`src/rtl/shot_sched_pkg.sv`:
```
// Shared types and helpers for the shot scheduler: state encoding, round-robin pick, one-hot.
package shot_sched_pkg;

   localparam int unsigned MAX_N  = 32;
   localparam int unsigned MAX_IW = $clog2(MAX_N);

   typedef logic [0:0] state_t;
   localparam state_t IDLE = 1'b0;
   localparam state_t BUSY = 1'b1;

   // First set bit of elig scanning ptr, ptr+1, ... mod n; returns ptr when nothing is set.
   function automatic int unsigned rr_pick(input logic [MAX_N-1:0] elig,
                                           input int unsigned ptr,
                                           input int unsigned n);
      int unsigned idx;
      logic        found;
      rr_pick = ptr;
      found   = 1'b0;
      for (int unsigned i = 0; i < MAX_N; i++) begin
         if (i < n && !found) begin
            idx = (ptr + i) % n;
            if (elig[idx[MAX_IW-1:0]]) begin
               found   = 1'b1;
               rr_pick = idx;
            end
         end
      end
   endfunction

   function automatic logic [MAX_N-1:0] onehot(input int unsigned idx);
      onehot = '0;
      onehot[idx[MAX_IW-1:0]] = 1'b1;
   endfunction

endpackage

```
`src/rtl/shot_sched_upctr.sv`:
```
// Free-running up-counter that wraps to zero after reaching terminal count L.
module shot_sched_upctr #(
   parameter int unsigned W = 16,
   parameter int unsigned L = 49999
) (
   input  logic         clk,
   input  logic         reset,
   input  logic         inc,
   output logic [W-1:0] cnt
);

   logic [W-1:0] cnt_q, cnt_d;

   always_comb begin
      cnt_d = cnt_q;
      if (inc) begin
         cnt_d = (cnt_q == W'(L)) ? '0 : cnt_q + 1'b1;
      end
   end

   always_ff @(posedge clk) begin
      if (reset) begin
         cnt_q <= '0;
      end else begin
         cnt_q <= cnt_d;
      end
   end

   assign cnt = cnt_q;

endmodule

```
`src/rtl/shot_sched.sv`:
```
// Round-robin scheduler for one shared shot engine with per-requester tick-based cooldown.
// Optional busy watchdog enabled by defining SHOT_SCHED_TIMEOUT_EN.
module shot_sched
   import shot_sched_pkg::*;
#(
   parameter int unsigned N         = 4,
   parameter int unsigned TICK_W    = 16,
   parameter int unsigned TICK_L    = 49999,
   parameter int unsigned CD_W      = 8,
   parameter int unsigned CD_TICKS  = 100,
   parameter int unsigned TO_CYCLES = 1000
) (
   input  logic                 clk,
   input  logic                 reset,
   input  logic [N-1:0]         req,
   input  logic                 done,
   output logic [N-1:0]         gnt,
   output logic [$clog2(N)-1:0] gnt_id,
   output logic                 start,
   output logic                 busy,
   output logic [N-1:0]         ready,
   output logic                 timeout
);

   localparam int unsigned IW = $clog2(N);

   if (CD_TICKS > (2 ** CD_W) - 1) begin : g_cd_chk
      $error("CD_TICKS does not fit in CD_W bits");
   end
   if (TO_CYCLES < 1) begin : g_to_chk
      $error("TO_CYCLES must be at least 1");
   end
   if (N < 2 || N > MAX_N) begin : g_n_chk
      $error("N out of range");
   end

   logic [TICK_W-1:0] pre_cnt;
   logic              tick;

   shot_sched_upctr #(
      .W (TICK_W),
      .L (TICK_L)
   ) u_prescaler (
      .clk   (clk),
      .reset (reset),
      .inc   (1'b1),
      .cnt   (pre_cnt)
   );

   assign tick = (pre_cnt == TICK_W'(TICK_L));

   state_t          state_q, state_d;
   logic [IW-1:0]   rr_ptr_q, rr_ptr_d;
   logic [CD_W-1:0] cd_q [N];
   logic [CD_W-1:0] cd_d [N];
   logic [N-1:0]    gnt_q, gnt_d;
   logic [IW-1:0]   gnt_id_q, gnt_id_d;
   logic            start_q, start_d;
   logic            timeout_q, timeout_d;
   logic [N-1:0]    elig;
   logic [IW-1:0]   sel;
   logic            grant;
   logic            expire;

   always_comb begin
      for (int i = 0; i < N; i++) begin
         ready[i] = (cd_q[i] == '0);
      end
   end

   assign elig  = req & ready;
   assign sel   = IW'(rr_pick(MAX_N'(elig), 32'(rr_ptr_q), N));
   assign grant = (state_q == IDLE) && (elig != '0);

`ifdef SHOT_SCHED_TIMEOUT_EN
   localparam int unsigned TO_W = (TO_CYCLES > 1) ? $clog2(TO_CYCLES) : 1;

   logic [TO_W-1:0] to_cnt_q, to_cnt_d;

   // done in the expiry cycle takes priority over the watchdog
   assign expire = (state_q == BUSY) && !done && (to_cnt_q == TO_W'(TO_CYCLES - 1));

   always_comb begin
      to_cnt_d = to_cnt_q;
      if (grant) begin
         to_cnt_d = '0;
      end else if (state_q == BUSY) begin
         to_cnt_d = to_cnt_q + 1'b1;
      end
   end

   always_ff @(posedge clk) begin
      if (reset) begin
         to_cnt_q <= '0;
      end else begin
         to_cnt_q <= to_cnt_d;
      end
   end
`else
   assign expire = 1'b0;
`endif

   always_comb begin
      state_d   = state_q;
      rr_ptr_d  = rr_ptr_q;
      gnt_d     = '0;
      gnt_id_d  = '0;
      start_d   = 1'b0;
      timeout_d = 1'b0;
      if (grant) begin
         state_d  = BUSY;
         rr_ptr_d = (sel == IW'(N - 1)) ? '0 : sel + 1'b1;
         gnt_d    = N'(onehot(32'(sel)));
         gnt_id_d = sel;
         start_d  = 1'b1;
      end else if (state_q == BUSY && (done || expire)) begin
         state_d   = IDLE;
         timeout_d = expire;
      end
   end

   // Grant load wins over a same-cycle tick decrement
   always_comb begin
      for (int i = 0; i < N; i++) begin
         cd_d[i] = cd_q[i];
         if (tick && cd_q[i] != '0) begin
            cd_d[i] = cd_q[i] - 1'b1;
         end
         if (grant && sel == IW'(i)) begin
            cd_d[i] = CD_W'(CD_TICKS);
         end
      end
   end

   always_ff @(posedge clk) begin
      if (reset) begin
         state_q   <= IDLE;
         rr_ptr_q  <= '0;
         gnt_q     <= '0;
         gnt_id_q  <= '0;
         start_q   <= 1'b0;
         timeout_q <= 1'b0;
         for (int i = 0; i < N; i++) begin
            cd_q[i] <= '0;
         end
      end else begin
         state_q   <= state_d;
         rr_ptr_q  <= rr_ptr_d;
         gnt_q     <= gnt_d;
         gnt_id_q  <= gnt_id_d;
         start_q   <= start_d;
         timeout_q <= timeout_d;
         for (int i = 0; i < N; i++) begin
            cd_q[i] <= cd_d[i];
         end
      end
   end

   assign gnt     = gnt_q;
   assign gnt_id  = gnt_id_q;
   assign start   = start_q;
   assign busy    = (state_q == BUSY);
   assign timeout = timeout_q;

endmodule

```
`config.mk`:
```
export PLATFORM = sky130hd
export DESIGN_NAME = shot_sched
export DESIGN_NICKNAME = d
export VERILOG_FILES = /design/src/rtl/shot_sched_pkg.sv /design/src/rtl/shot_sched_upctr.sv /design/src/rtl/shot_sched.sv
export SDC_FILE = /design/constraint.sdc
export NUM_CORES = 1
export LEC_CHECK = 0
export BUFFER_PORTS_ARGS = -buffer_cell sky130_fd_sc_hd__buf_4
export CAP_MARGIN = 30
export CELL_PAD_IN_SITES_DETAIL_PLACEMENT = 1
export CELL_PAD_IN_SITES_GLOBAL_PLACEMENT = 2
export CORE_UTILIZATION = 37
export CTS_CLUSTER_DIAMETER = 40
export CTS_CLUSTER_SIZE = 16
export DETAILED_ROUTE_END_ITERATION = 6
export PLACE_DENSITY_LB_ADDON = 0.2
export RECOVER_POWER = 25
export SYNTH_ARGS = -nofsm -noshare
export SYNTH_HDL_FRONTEND = slang
export SYNTH_SLANG_ARGS = --single-unit
```
`constraint.sdc`:
```
create_clock -name clk -period 2.6 [get_ports clk]
set_input_delay 0.13 -clock clk [delete_from_list [all_inputs] [get_ports clk]]
set_output_delay 0.13 -clock clk [all_outputs]
set_load 0.005 [all_outputs]
```
* Yosys cells after proc, flatten, opt, wreduce, memory -nomap -nowiden
Memory sizes are Yosys's and may differ from the RTL's. Cells that the tools add are included.
Operators by class: bitwise gates (word level) 7, add/subtract/negate cells 9, reduce and logical (&&, ||, !) cells 24, mux-type cells 40, $lt $le $gt $ge 6, equality and inequality tests 4
Operators with widths (number):
- $mux 8 | 12
- $logic_not 8->1 | 4
- $reduce_bool 8->1 | 4
- $sub 8x1->8 const B | 4
- $lt 2x6->1 const B | 5
- $add 16x1->16 const B | 1
- $eq 16x16->1 const B | 1
- $mux 1 | 16
- $mux 2 | 7
- $logic_and 1x1->1 | 11
- $bmux 1 s2 | 4
- $add 2x1->2 const B | 2
- $add 2x2->2 const B | 2
- $and 4x4->4 | 1
- $eq 2x2->1 const B | 2
- $or 1x1->1 | 4
- $reduce_bool 4->1 | 1
- $reduce_or 2->1 | 2
- $demux 1 s2 | 1
- $eq 2x1->1 const B | 1
- $ge 2x1->1 const B | 1
- $logic_not 2->1 | 1
- $not 1->1 | 2
- $reduce_bool 2->1 | 1
Word-level totals: word-level logic and storage cells 97, memories kept 1, flip-flop bits (word level) 26, RAM bits 32
Memories:
- cd_q | depth 4, width 8, read ports 4, clocked after Yosys merged registers in 0, wr ports 4, line shot_sched.sv:54 | logic [CD_W-1:0] cd_q [N];

* Depth between registers and ports, before layout
An unclocked memory read counts as a cell.
depth in word-level cells 15, gate-level depth with buffers 10, depth with buffers taken out 10

* Hierarchy
A second synthesis with hierarchy kept.
Second synthesis, totals: cells, all modules 337, area total of the unflattened synthesis 2956.6 um^2
Modules (own cells, without submodules):
- shot_sched | cells each 252, times used 1, seq. area each 840.8 um^2, area each 2223.4 um^2
- shot_sched_upctr | cells each 85, times used 1, seq. area each 320.3 um^2, area each 733.2 um^2

* Least setup slack after synthesis
Ideal clock, no wire load.
path kind register to register, from memory cd_q[0][0], to register rr_ptr_q[0], cell stages (with the launch flop) 11, buffers on the path 0, arrival time 2321 ps, required time 2514 ps, path slack 193 ps, cell sequence dfxtp_1 -> inv_1 -> ha_1 -> or4bb_1 -> nor2_1 -> a22oi_1 -> o22ai_1 -> a21oi_1 -> ha_1 -> o31a_1 -> a211oi_1
RTL lines:
- start, declared | line shot_sched.sv:54
- end signal, assigned | line shot_sched.sv:148 | rr_ptr_q <= rr_ptr_d;
- end, declared | line shot_sched.sv:53 | logic [IW-1:0] rr_ptr_q, rr_ptr_d;

==> reports/qor.yml <==
outcome:
  status: "finished clean"
global_route:
  antenna_found_initial: 0
  grt-ovfl-total: 0
  track_usage: 0.169
  grt_pass1_vias: 2406
  grt_max_degree: 23
  grt_pass1_wl_um: 11200
final_layout:
  layout-drive-gt1-share: 0.198
  stdcell_area_mm2: 0.00343
  syn_to_final_growth_pct: 17.5
  final_cells: 466
  utilization: 0.446
  finalNetCount: 380
  n_antenna_cell: 0
clock_tree:
  htreeDepth: 3
  cts_hold_buf: 0
  cts_tree: "built"
  root_buffer: "clkbuf_8"
  clk_pin_slew_ns: 0.07
  postCtsSetupBuffers: 0
  cts_buffers: 9
  cts_sinks: 58
  insertion_delay_ns: 0.34
  clk_path_buf_depth: 2
worst_setup_path:
  cpLargestDelayFamily: "simple AND/OR/NAND/NOR gates"
  end_kind: "register"
  crit_buf_inv: 1
  cp.required_ns: 2.84
  cp_slowest_cell: "or4bb_4"
  arrival_ns: 2.67
  cp-start-kind: "register"
  path_max_fanout: 5
  slowest_delay_ns: 0.50
  path_cells: "inv_1 > ha_2 > or4bb_4 > or2_4 > nand2_1 > o2bb2ai_2 > a21oi_2 > ha_4 > o31a_1 > a211oi_1"
  worstSetupPathType: "reg -> reg"
place:
  dpl_cell_area_mm2: 0.00322
  hpwl_um: 4750
  gp_congestion: 0.754
  place_inst: 451
  place_ws_ns: -0.0374
  portBuffers: 18
yosys:
  synth_top_flop_cell: "dfxtp_1"
  yosysMostFrequentCell: "dfxtp_1"
  ys_top_cells_by_area: "dfxtp_1 (40%), xor2_1 (10%), ha_1 (5.6%), nor2_1 (5.5%), nand4_1 (4.1%)"
  synth.top_cell.area_share: 0.398
  avgSynthCellArea_um2: 8.93
  ys_warn_count: 0
  ys_types: 50
  netlist_area_mm2: 0.00292
  async_reset_ff_frac: 0
  synth_top_cell_by_area: "dfxtp_1"
  synthCells: 327
  syn-num-nets: 347
  synthTopCellsByCount: "dfxtp_1 (58), nor2_1 (43), xor2_1 (34)"
  ys_ff_latch: 58
  synth_edf_count: 0
  ys_seq_area_frac: 0.398
sta:
  finalClockSkew_ns: 0.0136
  fin_crit_ns: 2.42
  finalCritPeriodShare: 0.931
  fmax_mhz: 413
  drv_slew: 0
  finalSetupTns_ns: 0
  worstMarginPinSlew_ns: 0.902
  finalSetupViolations: 0
  hold_viol: 0
  slew_headroom: 0.399
  fin_ws_ns: 0.178
floorplanning:
  start_util: 0.380
  die_h_um: 90.8
  fp.coreArea_mm2: 0.00769
  num_rows: 32
  dieArea_mm2: 0.00825
  io_pins: 20
  die_w_um: 90.8
routing:
  drc: 0
  wirelength_um: 6360
  avgRoutedWirePerCell_um: 13.7
  dr.pass1.iters: 4
  viasPerCell: 5.03
  dr.first_iter.drc_count: 37
  vias: 2346
  ant_nets: 0
power:
  p_leak_nw: 1.33
  power_density_mw_per_mm2: 888
  vdd_drop_max_uv: 355
min_path:
  min_path_type: "in -> reg"
job:
  max-cap-violations: 0
[layout make-up]
cell class	instances	area, um^2
fill	932	4260
multi-input combinational	243	1690
sequential	58	1160
timing repair buffer	29	214
clock buffer	12	155
tap	102	128
inverter	19	71.3
clock inverter	3	15.0
[power breakdown]
part | switching (W) | leakage, nW | internal [W]
clock network | 0.000344 | 0.0920 | 0.000388
logic | 0.000663 | 0.762 | 0.000539
registers | 0.0000989 | 0.471 | 0.00101
total | 0.00111 | 1.33 | 0.00194
[path summary, 6_finish.rpt]
kind	start	to	slack [ns]	cells past startpoint
setup / recovery	cd_q[0][1]$_SDFFE_PP0P_	rr_ptr_q[0]$_SDFFE_PP0P_	0.18	10
hold / removal	done	busy$_SDFFE_PP0P_	0.12	4
setup reg to reg	cd_q[0][1]$_SDFFE_PP0P_	rr_ptr_q[0]$_SDFFE_PP0P_	0.18	10
hold reg to reg	u_prescaler.cnt[0]$_SDFF_PP0_	u_prescaler.cnt[0]$_SDFF_PP0_	0.47	1
[cell usage in the layout, fill, tap and decap left out, types with 3 or more instances in the layout]
cell type   n
nand4_1    19
clkinv_2    3
nor4_1      4
ha_1       11
clkbuf_4    9
inv_1      17
nor2_2      7
a211oi_1    3
clkbuf_8   11
nor3_1     11
dfxtp_1    58
xnor2_1     8
and3_1      3
nand3_1    19
a21o_1      3
nor4_4      3
nor2_1     42
xor2_1     34
nand2_1    16
a21oi_2     4
or2_1       3
a21oi_1    13
and2_1      5
buf_4      19
[state kept, by name, indices dropped and copies added, names as in the netlist]
signal and cells:
cd_q 32, busy 1, rr_ptr_q 2, u_prescaler.cnt 16, gnt 4, start 1, gnt_id 2
[worst min-delay path: cells and delay by family]
kind                   cells  cell delay [ns]
and+or+nand+nor            1             0.07
buffers and inverters      2             0.16
AOI/OAI and AO/OA          1             0.06
[layer usage]
| metal | global-route usage | vias to the layer above | share of wire |
|---|---|---|---|
| li1 | - | 1192 | - |
| met1 | 0.222 | 1125 | 0.50 |
| met2 | 0.266 | 24 | 0.46 |
| met3 | 0.0480 | 5 | 0.028 |
| met4 | 0.0556 | 0 | 0.0093 |
| met5 | 0 | - | 0 |
[metrics by stage]
| stage | hold WS, ns | power, W |
|---|---|---|
| after floorplan | 0.312 | 0.00185 |
| after CTS | 0.119 | 0.00304 |
| after global placement | 0.443 | 0.00226 |
| after detailed placement | 0.457 | 0.00228 |
| final | 0.124 | 0.00305 |
| after global routing | 0.153 | 0.00328 |
[kinds of logic after synthesis]
group	Yosys count	share of synthesized area
and+or+nand+nor	148	0.283
DFF	58	0.398
xor gates and xnor gates	42	0.126
AOI/OAI and AO/OA	38	0.0922
buffers and inverters	26	0.0403
adders and majority gates	13	0.0557
other	1	0.00128
muxes	1	0.00343
[what timing repair did]
action	in CTS	in global routing
gates resized for setup	3	9
setup endpoints to repair	5	20
pin swaps	0	0
hold endpoints to repair	0	0
(Power assumes the default switching activity.)
